`config.mk`:
```
export PLATFORM = sky130hd
export DESIGN_NAME = mc_control_fsm
export DESIGN_NICKNAME = d
export VERILOG_FILES = /design/src/rtl/mc_control_fsm.sv
export SDC_FILE = /design/constraint.sdc
export NUM_CORES = 1
export LEC_CHECK = 0
export ABC_AREA = 1
export CAP_MARGIN = 20
export CORE_MARGIN = 2
export CORE_UTILIZATION = 54
export CTS_BUF_LIST = sky130_fd_sc_hd__clkbuf_4 sky130_fd_sc_hd__clkbuf_8
export CTS_CLUSTER_SIZE = 8
export DETAILED_ROUTE_END_ITERATION = 12
export GPL_ROUTABILITY_DRIVEN = 0
export GPL_TIMING_DRIVEN = 0
export PLACE_DENSITY = 0.93
export SLEW_MARGIN = 25
export SYNTH_ARGS = -nofsm -noshare
export SYNTH_HDL_FRONTEND = slang
export SYNTH_SLANG_ARGS = --single-unit
export TNS_END_PERCENT = 50
```
`constraint.sdc`:
```
create_clock -name clk -period 2.75 [get_ports clk]
set_input_delay 0.825 -clock clk [delete_from_list [all_inputs] [get_ports clk]]
set_output_delay 0.825 -clock clk [all_outputs]
set_load 0.05 [all_outputs]
```
`src/rtl/mc_control_fsm.sv`:
```
// Multi-cycle MIPS main controller: Moore FSM that sequences fetch/decode/execute/
// memory/writeback and drives every datapath select, write enable and ALU control.
module mc_control_fsm #(
    parameter int MEM_WAIT_EN = 1,
    parameter int CNT_W       = 32
) (
    input  logic             clk,
    input  logic             reset,
    input  logic [5:0]       op,
    input  logic [5:0]       funct,
    input  logic             zero,
    input  logic             mem_ready,
    output logic             iord,
    output logic             irwrite,
    output logic             pcen,
    output logic             regdst,
    output logic             memtoreg,
    output logic             regwrite,
    output logic             memwrite,
    output logic             alusrca,
    output logic [1:0]       alusrcb,
    output logic [1:0]       pcsrc,
    output logic [2:0]       alucontrol,
    output logic             illegal,
    output logic [3:0]       state,
    output logic [CNT_W-1:0] retired
);

    typedef enum logic [3:0] {
        FETCH   = 4'd0,
        DECODE  = 4'd1,
        MEMADR  = 4'd2,
        MEMRD   = 4'd3,
        MEMWB   = 4'd4,
        MEMWR   = 4'd5,
        RTYPEEX = 4'd6,
        RTYPEWB = 4'd7,
        BEQEX   = 4'd8,
        ADDIEX  = 4'd9,
        ADDIWB  = 4'd10,
        JEX     = 4'd11,
        BNEEX   = 4'd12
    } state_t;

    localparam logic [5:0] OP_RTYPE = 6'b000000;
    localparam logic [5:0] OP_LW    = 6'b100011;
    localparam logic [5:0] OP_SW    = 6'b101011;
    localparam logic [5:0] OP_BEQ   = 6'b000100;
    localparam logic [5:0] OP_BNE   = 6'b000101;
    localparam logic [5:0] OP_ADDI  = 6'b001000;
    localparam logic [5:0] OP_J     = 6'b000010;

    localparam logic [2:0] ALU_ADD = 3'b010;
    localparam logic [2:0] ALU_SUB = 3'b110;
    localparam logic [2:0] ALU_AND = 3'b000;
    localparam logic [2:0] ALU_OR  = 3'b001;
    localparam logic [2:0] ALU_SLT = 3'b111;

    state_t           r_state;
    logic [CNT_W-1:0] r_retired;

    state_t     w_next;
    logic       w_ready;
    logic       w_retire;
    logic       w_pcwrite;
    logic       w_branch;
    logic       w_irwrite;
    logic       w_regwrite;
    logic       w_memwrite;
    logic [2:0] w_funct_alu;

    assign w_ready = (MEM_WAIT_EN != 0) ? mem_ready : 1'b1;

    always_comb begin
        case (funct)
            6'b100000: w_funct_alu = ALU_ADD;
            6'b100010: w_funct_alu = ALU_SUB;
            6'b100100: w_funct_alu = ALU_AND;
            6'b100101: w_funct_alu = ALU_OR;
            6'b101010: w_funct_alu = ALU_SLT;
            default:   w_funct_alu = ALU_ADD;
        endcase
    end

    // Moore outputs; illegal also looks at op since it flags the DECODE cycle itself
    always_comb begin
        iord       = 1'b0;
        regdst     = 1'b0;
        memtoreg   = 1'b0;
        alusrca    = 1'b0;
        alusrcb    = 2'b00;
        pcsrc      = 2'b00;
        alucontrol = ALU_ADD;
        illegal    = 1'b0;
        w_pcwrite  = 1'b0;
        w_branch   = 1'b0;
        w_irwrite  = 1'b0;
        w_regwrite = 1'b0;
        w_memwrite = 1'b0;
        case (r_state)
            FETCH: begin
                alusrcb   = 2'b01;
                w_irwrite = w_ready;
                w_pcwrite = w_ready;
            end
            DECODE: begin
                alusrcb = 2'b11;
                case (op)
                    OP_LW, OP_SW, OP_RTYPE, OP_BEQ,
                    OP_BNE, OP_ADDI, OP_J: illegal = 1'b0;
                    default:               illegal = 1'b1;
                endcase
            end
            MEMADR: begin
                alusrca = 1'b1;
                alusrcb = 2'b10;
            end
            MEMRD: iord = 1'b1;
            MEMWB: begin
                memtoreg   = 1'b1;
                w_regwrite = 1'b1;
            end
            MEMWR: begin
                iord       = 1'b1;
                w_memwrite = 1'b1;
            end
            RTYPEEX: begin
                alusrca    = 1'b1;
                alucontrol = w_funct_alu;
            end
            RTYPEWB: begin
                regdst     = 1'b1;
                w_regwrite = 1'b1;
            end
            BEQEX: begin
                alusrca    = 1'b1;
                alucontrol = ALU_SUB;
                pcsrc      = 2'b01;
                w_branch   = zero;
            end
            BNEEX: begin
                alusrca    = 1'b1;
                alucontrol = ALU_SUB;
                pcsrc      = 2'b01;
                w_branch   = ~zero;
            end
            ADDIEX: begin
                alusrca = 1'b1;
                alusrcb = 2'b10;
            end
            ADDIWB: w_regwrite = 1'b1;
            JEX: begin
                pcsrc     = 2'b10;
                w_pcwrite = 1'b1;
            end
            default: ;
        endcase
    end

    // Enables are gated by reset so nothing commits while reset is held
    assign irwrite  = reset & w_irwrite;
    assign pcen     = reset & (w_pcwrite | w_branch);
    assign regwrite = reset & w_regwrite;
    assign memwrite = reset & w_memwrite;
    assign state    = r_state;
    assign retired  = r_retired;

    always_comb begin
        w_next   = FETCH;
        w_retire = 1'b0;
        case (r_state)
            FETCH:  w_next = w_ready ? DECODE : FETCH;
            DECODE: begin
                case (op)
                    OP_LW, OP_SW: w_next = MEMADR;
                    OP_RTYPE:     w_next = RTYPEEX;
                    OP_BEQ:       w_next = BEQEX;
                    OP_BNE:       w_next = BNEEX;
                    OP_ADDI:      w_next = ADDIEX;
                    OP_J:         w_next = JEX;
                    default:      w_next = FETCH;
                endcase
            end
            MEMADR:  w_next = (op == OP_SW) ? MEMWR : MEMRD;
            MEMRD:   w_next = w_ready ? MEMWB : MEMRD;
            RTYPEEX: w_next = RTYPEWB;
            ADDIEX:  w_next = ADDIWB;
            MEMWB, MEMWR, RTYPEWB, ADDIWB, BEQEX, BNEEX, JEX: begin
                w_next   = FETCH;
                w_retire = 1'b1;
            end
            default: w_next = FETCH;
        endcase
    end

    always_ff @(posedge clk or negedge reset) begin
        if (!reset) begin
            r_state   <= FETCH;
            r_retired <= '0;
        end else begin
            r_state <= w_next;
            if (w_retire)
                r_retired <= r_retired + CNT_W'(1);
        end
    end

endmodule
```
==> run metrics, run 1 <==
global-route wire length before repair=11600 um; Die Span Y=72.4 um; drt pass-1 iters=5; Clock Sinks=36; Peak VDD IR=0.438 mV; post-synth cell types=28; Fin Hold WS=0.380 ns; std cell rows=24; Worst Hold Class=in2async; Overflow after GRT=0; Syn Nets=410; achievable frequency=366 MHz; Synth Warn #=0; Area after DPL=3290 um^2; leakage power=0.00178 uW; clock power share=0.220; switching power=866 uW; Final min period=2.73 ns; crit end category=output pin; Area contributors post-synth=dfrtp_1 (36%), nand2_1 (19%), inv_1 (9.8%); Synth Area per Inst=6.44 um^2; Sw Ratio=0.449; post-route ant nets=0; DRT iter0 DRCs=276; share of layout cells above drive strength 1=0.114; gate count after technology mapping=393; worst-margin pin slew=0.522 ns; via density per instance=5.55; CP Class=in2out; diodes inserted=0; post-detail-place hpwl=5400 um; DIE WIDTH=72.4 um; final hold vios=0; final std cells w/o fill=524; nets=488; sequential fraction of design power=0.324; Critical Path Slowest Stage Cell=clkdlybuf4s50_1; antenna violations before repair=0; vias in the first global route=2720; Slew Limit Headroom=0.651; Post-Synthesis Cell Area=2530 um^2; Routed WL per cell=13.9 um; clock root buffer=clkbuf_8; power consumption=1930 uW; Num CTS Buffers=5; routed vias=2910; CTS tree=done; Core Region=4440 um^2; Clock Pin Slew Worst Setup and Hold Paths=0.07 ns; DRC Markers=0; Synth Register Bits=36; final worst path period share=0.993; post-synth top area share=0.356; Inst Count DP=513; Initial Util=0.569; CP max stage delay=0.50 ns; post-synthesis sequential area ratio=0.356; pin count of the biggest net entering global routing=31; Critical Path AT=1.90 ns; Worst-Skew Late Latency=0.29 ns; pwr/cell area=563 nW/um^2; CP cell instances=clkdlybuf4s50_1 -> nand3_1 -> a31oi_1 -> clkbuf_4; Worst setup SP type=input pin; Crit path required time=1.93 ns; Max-cap violations=0; Area Overhead vs Synth=35.5%; worst-path fanout max=3; IO Pins=68; Max Slew Vio Count=0; All-Layer GR Usage=0.275; CTS Buffer Depth=2; hold_buf cts=0; Post-Layout Inst Area=3430 um^2; PortBufs=67; status=finished clean; # H-tree levels=2; Internal=1060 uW; logic gate share of total power=0.456; Clock Skew=0.00842 ns; Setup violations, final=0; sum of negative setup slack=0 ns; Die ar.=5250 um^2; cell taking the most area after synthesis=dfrtp_1; final WL=7290 um
-- path summary, 6_finish.rpt --
kind	slack, ns	startpoint	cells after the start	end
hold / removal	0.38	reset	1	retired[3]
min in group clk	0.54	retired[31]	2	retired[31]
setup reg to reg	0.82	retired[0]	8	retired[28]
max in group asynchronous	1.93	reset	2	state[0]
hold reg to reg	0.54	retired[31]	2	retired[31]
setup / recovery	0.02	mem_ready	4	pcen
-- timing repair --
| action | 4_1_cts | 5_1_grt |
|---|---|---|
| setup endpoints to repair | 16 | 5 |
| pin swaps | 1 | 8 |
| setup buffers | 0 | 3 |
| resized for setup | 46 | 19 |
| cloned | 0 | 0 |
-- worst max-delay path, delay by kind of cell --
family	cells	cell delay (ns)
and+or+nand+nor	1	0.14
buffers and inverters	2	0.75
AOI/OAI and AO/OA	1	0.19
-- per-layer routing --
| metal | global-route usage | wire (um) | vias up |
|---|---|---|---|
| li1 | - | - | 1379 |
| met1 | 0.333 | 2900 | 1345 |
| met2 | 0.481 | 3660 | 166 |
| met3 | 0.0472 | 530 | 20 |
| met4 | 0.113 | 197 | 0 |
| met5 | 0 | 0 | - |
-- state kept, by name (all words and copies together), names as in the netlist --
signal and flops:
retired 32, state 4
-- per-stage QoR --
stage	setup slack, ns	util
after floorplan	-0.300	-
after global placement	-1.86	0.737
after detailed placement	-0.744	0.741
after CTS	-0.142	0.756
after global routing	-0.0104	0.771
final	0.0202	0.771
-- power groups by stage --
stage | combinational (uW) | sequential, uW | clock, uW
6_report | 880 | 626 | 425
4_1_cts | 870 | 626 | 422
3_5_place_dp | 904 | 636 | 0
3_3_place_gp | 886 | 633 | 0
5_1_grt | 929 | 634 | 440
2_1_floorplan | 486 | 754 | 0
-- cell type report --
cell class	instances	area [um^2]
fillers	338	1020
well taps	52	65.1
multi-input cells	282	1330
inverters	69	262
plain buffers	6	71.3
clock buffers	8	97.6
repair buffers	71	702
flip-flops and latches	36	901
-- synth_stat cells (all sizes together) --
| cell type | count |
|---|---|
| nand3 | 35 |
| nor2 | 60 |
| nand2 | 131 |
| buf | 6 |
| a21oi | 2 |
| nor3 | 3 |
| dfrtp | 36 |
| inv | 69 |
| nor3b | 1 |
| xnor2 | 1 |
| or2 | 2 |
| o21ai | 13 |
| ha | 1 |
| o21bai | 1 |
| nand4 | 21 |
| o22ai | 1 |
| nand3b | 4 |
| a31oi | 1 |
| xor2 | 5 |
-- cells by family (layout without fill, tap and decap cells) --
| kind of cell | count (synthesis) | after routing | share of synthesized area |
|---|---|---|---|
| and+or+nand+nor | 257 | 257 | 0.449 |
| buffers and inverters | 75 | 154 | 0.132 |
| DFF | 36 | 36 | 0.356 |
| AOI/OAI and AO/OA | 18 | 18 | 0.0376 |
| xor gates and xnor gates | 6 | 6 | 0.0208 |
| adders and majority gates | 1 | 1 | 0.00494 |
-- cells in the final DEF, fill, tap and decap left out, drive strengths merged, types with 2 or more instances in the layout --
master / instances
nand2: 131
inv: 69
nor2: 60
clkdlybuf4s50: 41
dfrtp: 36
nand3: 35
nand4: 21
buf: 16
o21ai: 13
clkbuf: 10
dlymetal6s2s: 9
dlygate4sd2: 9
xor2: 5
nand3b: 4
nor3: 3
or2: 2
a21oi: 2
Power figures use the tool's default switching activity.
==> run 2, diff against run 1 <==
--- a/config.mk
+++ b/config.mk
@@ -7,8 +7,10 @@
 export LEC_CHECK = 0
 export ABC_AREA = 1
 export CAP_MARGIN = 20
+export CELL_PAD_IN_SITES_DETAIL_PLACEMENT = 0
+export CELL_PAD_IN_SITES_GLOBAL_PLACEMENT = 1
 export CORE_MARGIN = 2
-export CORE_UTILIZATION = 54
+export CORE_UTILIZATION = 37
 export CTS_BUF_LIST = sky130_fd_sc_hd__clkbuf_4 sky130_fd_sc_hd__clkbuf_8
 export CTS_CLUSTER_SIZE = 8
 export DETAILED_ROUTE_END_ITERATION = 12
==> run metrics, run 2 (synthesized netlist as in run 1, its figures left out) <==
met2 Use GR=0.322; Worst-Skew Late Latency=0.29 ns; Slew Limit Headroom=0.650; Sw Ratio=0.446; logic gate share of total power=0.457; Post-Layout Inst Area=3450 um^2; Die ar.=7520 um^2; Max-cap violations=0; nets=486; global-route wire length before repair=11100 um; Clock Skew=0.00752 ns; Worst Hold Class=in2async; achievable frequency=369 MHz; Setup violations, final=0; Die Span Y=86.7 um; PortBufs=67; Num CTS Buffers=5; routing usage on met1=0.235; routed vias=2661; DIE WIDTH=86.7 um; diodes inserted=0; Critical Path AT=1.89 ns; All-Layer GR Usage=0.184; combined area of the multi-input logic cells=1320 um^2; drt pass-1 iters=4; Clock Pin Slew Worst Setup and Hold Paths=0.08 ns; IO Pins=68; std cell rows=30; CP Class=in2out; pre-CTS setup slack=-0.729 ns; R2R Setup Slk=0.96 ns; vias in the first global route=2500; leakage power=0.00178 uW; clock power share=0.216; final worst path period share=0.986; Overflow after GRT=0; CTS tree=done; clock root buffer=clkbuf_8; Max Slew Vio Count=0; post-route ant nets=0; Worst setup SP type=input pin; Area Overhead vs Synth=36.4%; final worst slack=0.0381 ns; worst-path fanout max=2; Clock Sinks=36; Internal=1060 uW; Crit path required time=1.93 ns; pwr/cell area=557 nW/um^2; Final min period=2.71 ns; Routed WL per cell=12.1 um; post-detail-place hpwl=5010 um; max FFs per register=32; DRT iter0 DRCs=134; busiest metal layer after global routing=met2; pin count of the biggest net entering global routing=30; final-layout fill cell count=676; CTS Buffer Depth=2; sequential fraction of design power=0.327; Final Util=0.513; switching power=857 uW; Initial Util=0.377; final WL=6680 um; final hold vios=0; M3 GR Usage=0.0343; commonest non-fill, non-tap cells in the layout=nand2_1 (129), inv_1 (64), nor2_1 (47); DRC Markers=0; # H-tree levels=2; Area after DPL=3330 um^2; via density per instance=4.84; Peak VDD IR=0.797 mV; Core Region=6720 um^2; share of layout cells above drive strength 1=0.111; Reg area=901 um^2; status=finished clean; Inst Count DP=541; final std cells w/o fill=550; worst-margin pin slew=0.523 ns; crit end category=output pin; antenna violations before repair=0; most common cell after layout, fill and taps aside=nand2_1
## run 2: stage by stage
stage / TNS (ns) / total power [uW] / hold slack (ns)
2_1_floorplan: -0.513 / 1240 / 0.529
5_1_grt: -0.0160 / 2020 / 0.385
3_5_place_dp: -4.18 / 1540 / 0.491
3_3_place_gp: -12.90 / 1540 / 0.479
4_1_cts: -0.144 / 1940 / 0.396
6_report: 0 / 1920 / 0.386
## run 2: timing repair
item	CTS	global route
setup endpoints to repair	16	6
gates cloned	0	0
hold buffers	0	0
resized for setup	52	20
pin swaps	0	7
buffers inserted	0	1
## run 2: worst paths after layout
path / from / end / cells past startpoint
worst max-delay path: funct[5] / alucontrol[0] / 6
worst min-delay path: reset / retired[21] / 1
worst max register to register: retired[0] / retired[30] / 8
worst min register to register: retired[31] / retired[31] / 2
max in group asynchronous: reset / retired[0] / 2
min in group clk: retired[31] / retired[31] / 2
## run 2: layer usage
layer	vias up	share of wire	routed length [um]
li1	1376	-	-
met2	67	0.48	3230
met4	0	0.011	72
met3	8	0.037	244
met5	-	0	0
met1	1210	0.47	3130
## run 2: area by class of cell
type / count / area share
multi-input combinational: 282 / 0.383
sequential: 36 / 0.261
timing repair buffer: 69 / 0.202
inverter: 69 / 0.0758
tap: 80 / 0.0290
clock buffer: 8 / 0.0283
buffer: 6 / 0.0207
## run 2: worst max-delay path, cell delays in order
cell and delay, ns:
clkdlybuf4s50_1 0.45, nand2_1 0.05, inv_1 0.06, nand3_1 0.13
o22ai_2 0.20, buf_6 0.18
## run 2: power by group through the flow
| stage | combinational, uW | clock [uW] | sequential, uW |
|---|---|---|---|
| 2_1_floorplan | 486 | 0 | 754 |
| 3_3_place_gp | 900 | 0 | 640 |
| 3_5_place_dp | 904 | 0 | 640 |
| 4_1_cts | 876 | 431 | 630 |
| 5_1_grt | 936 | 449 | 636 |
| 6_report | 877 | 416 | 628 |
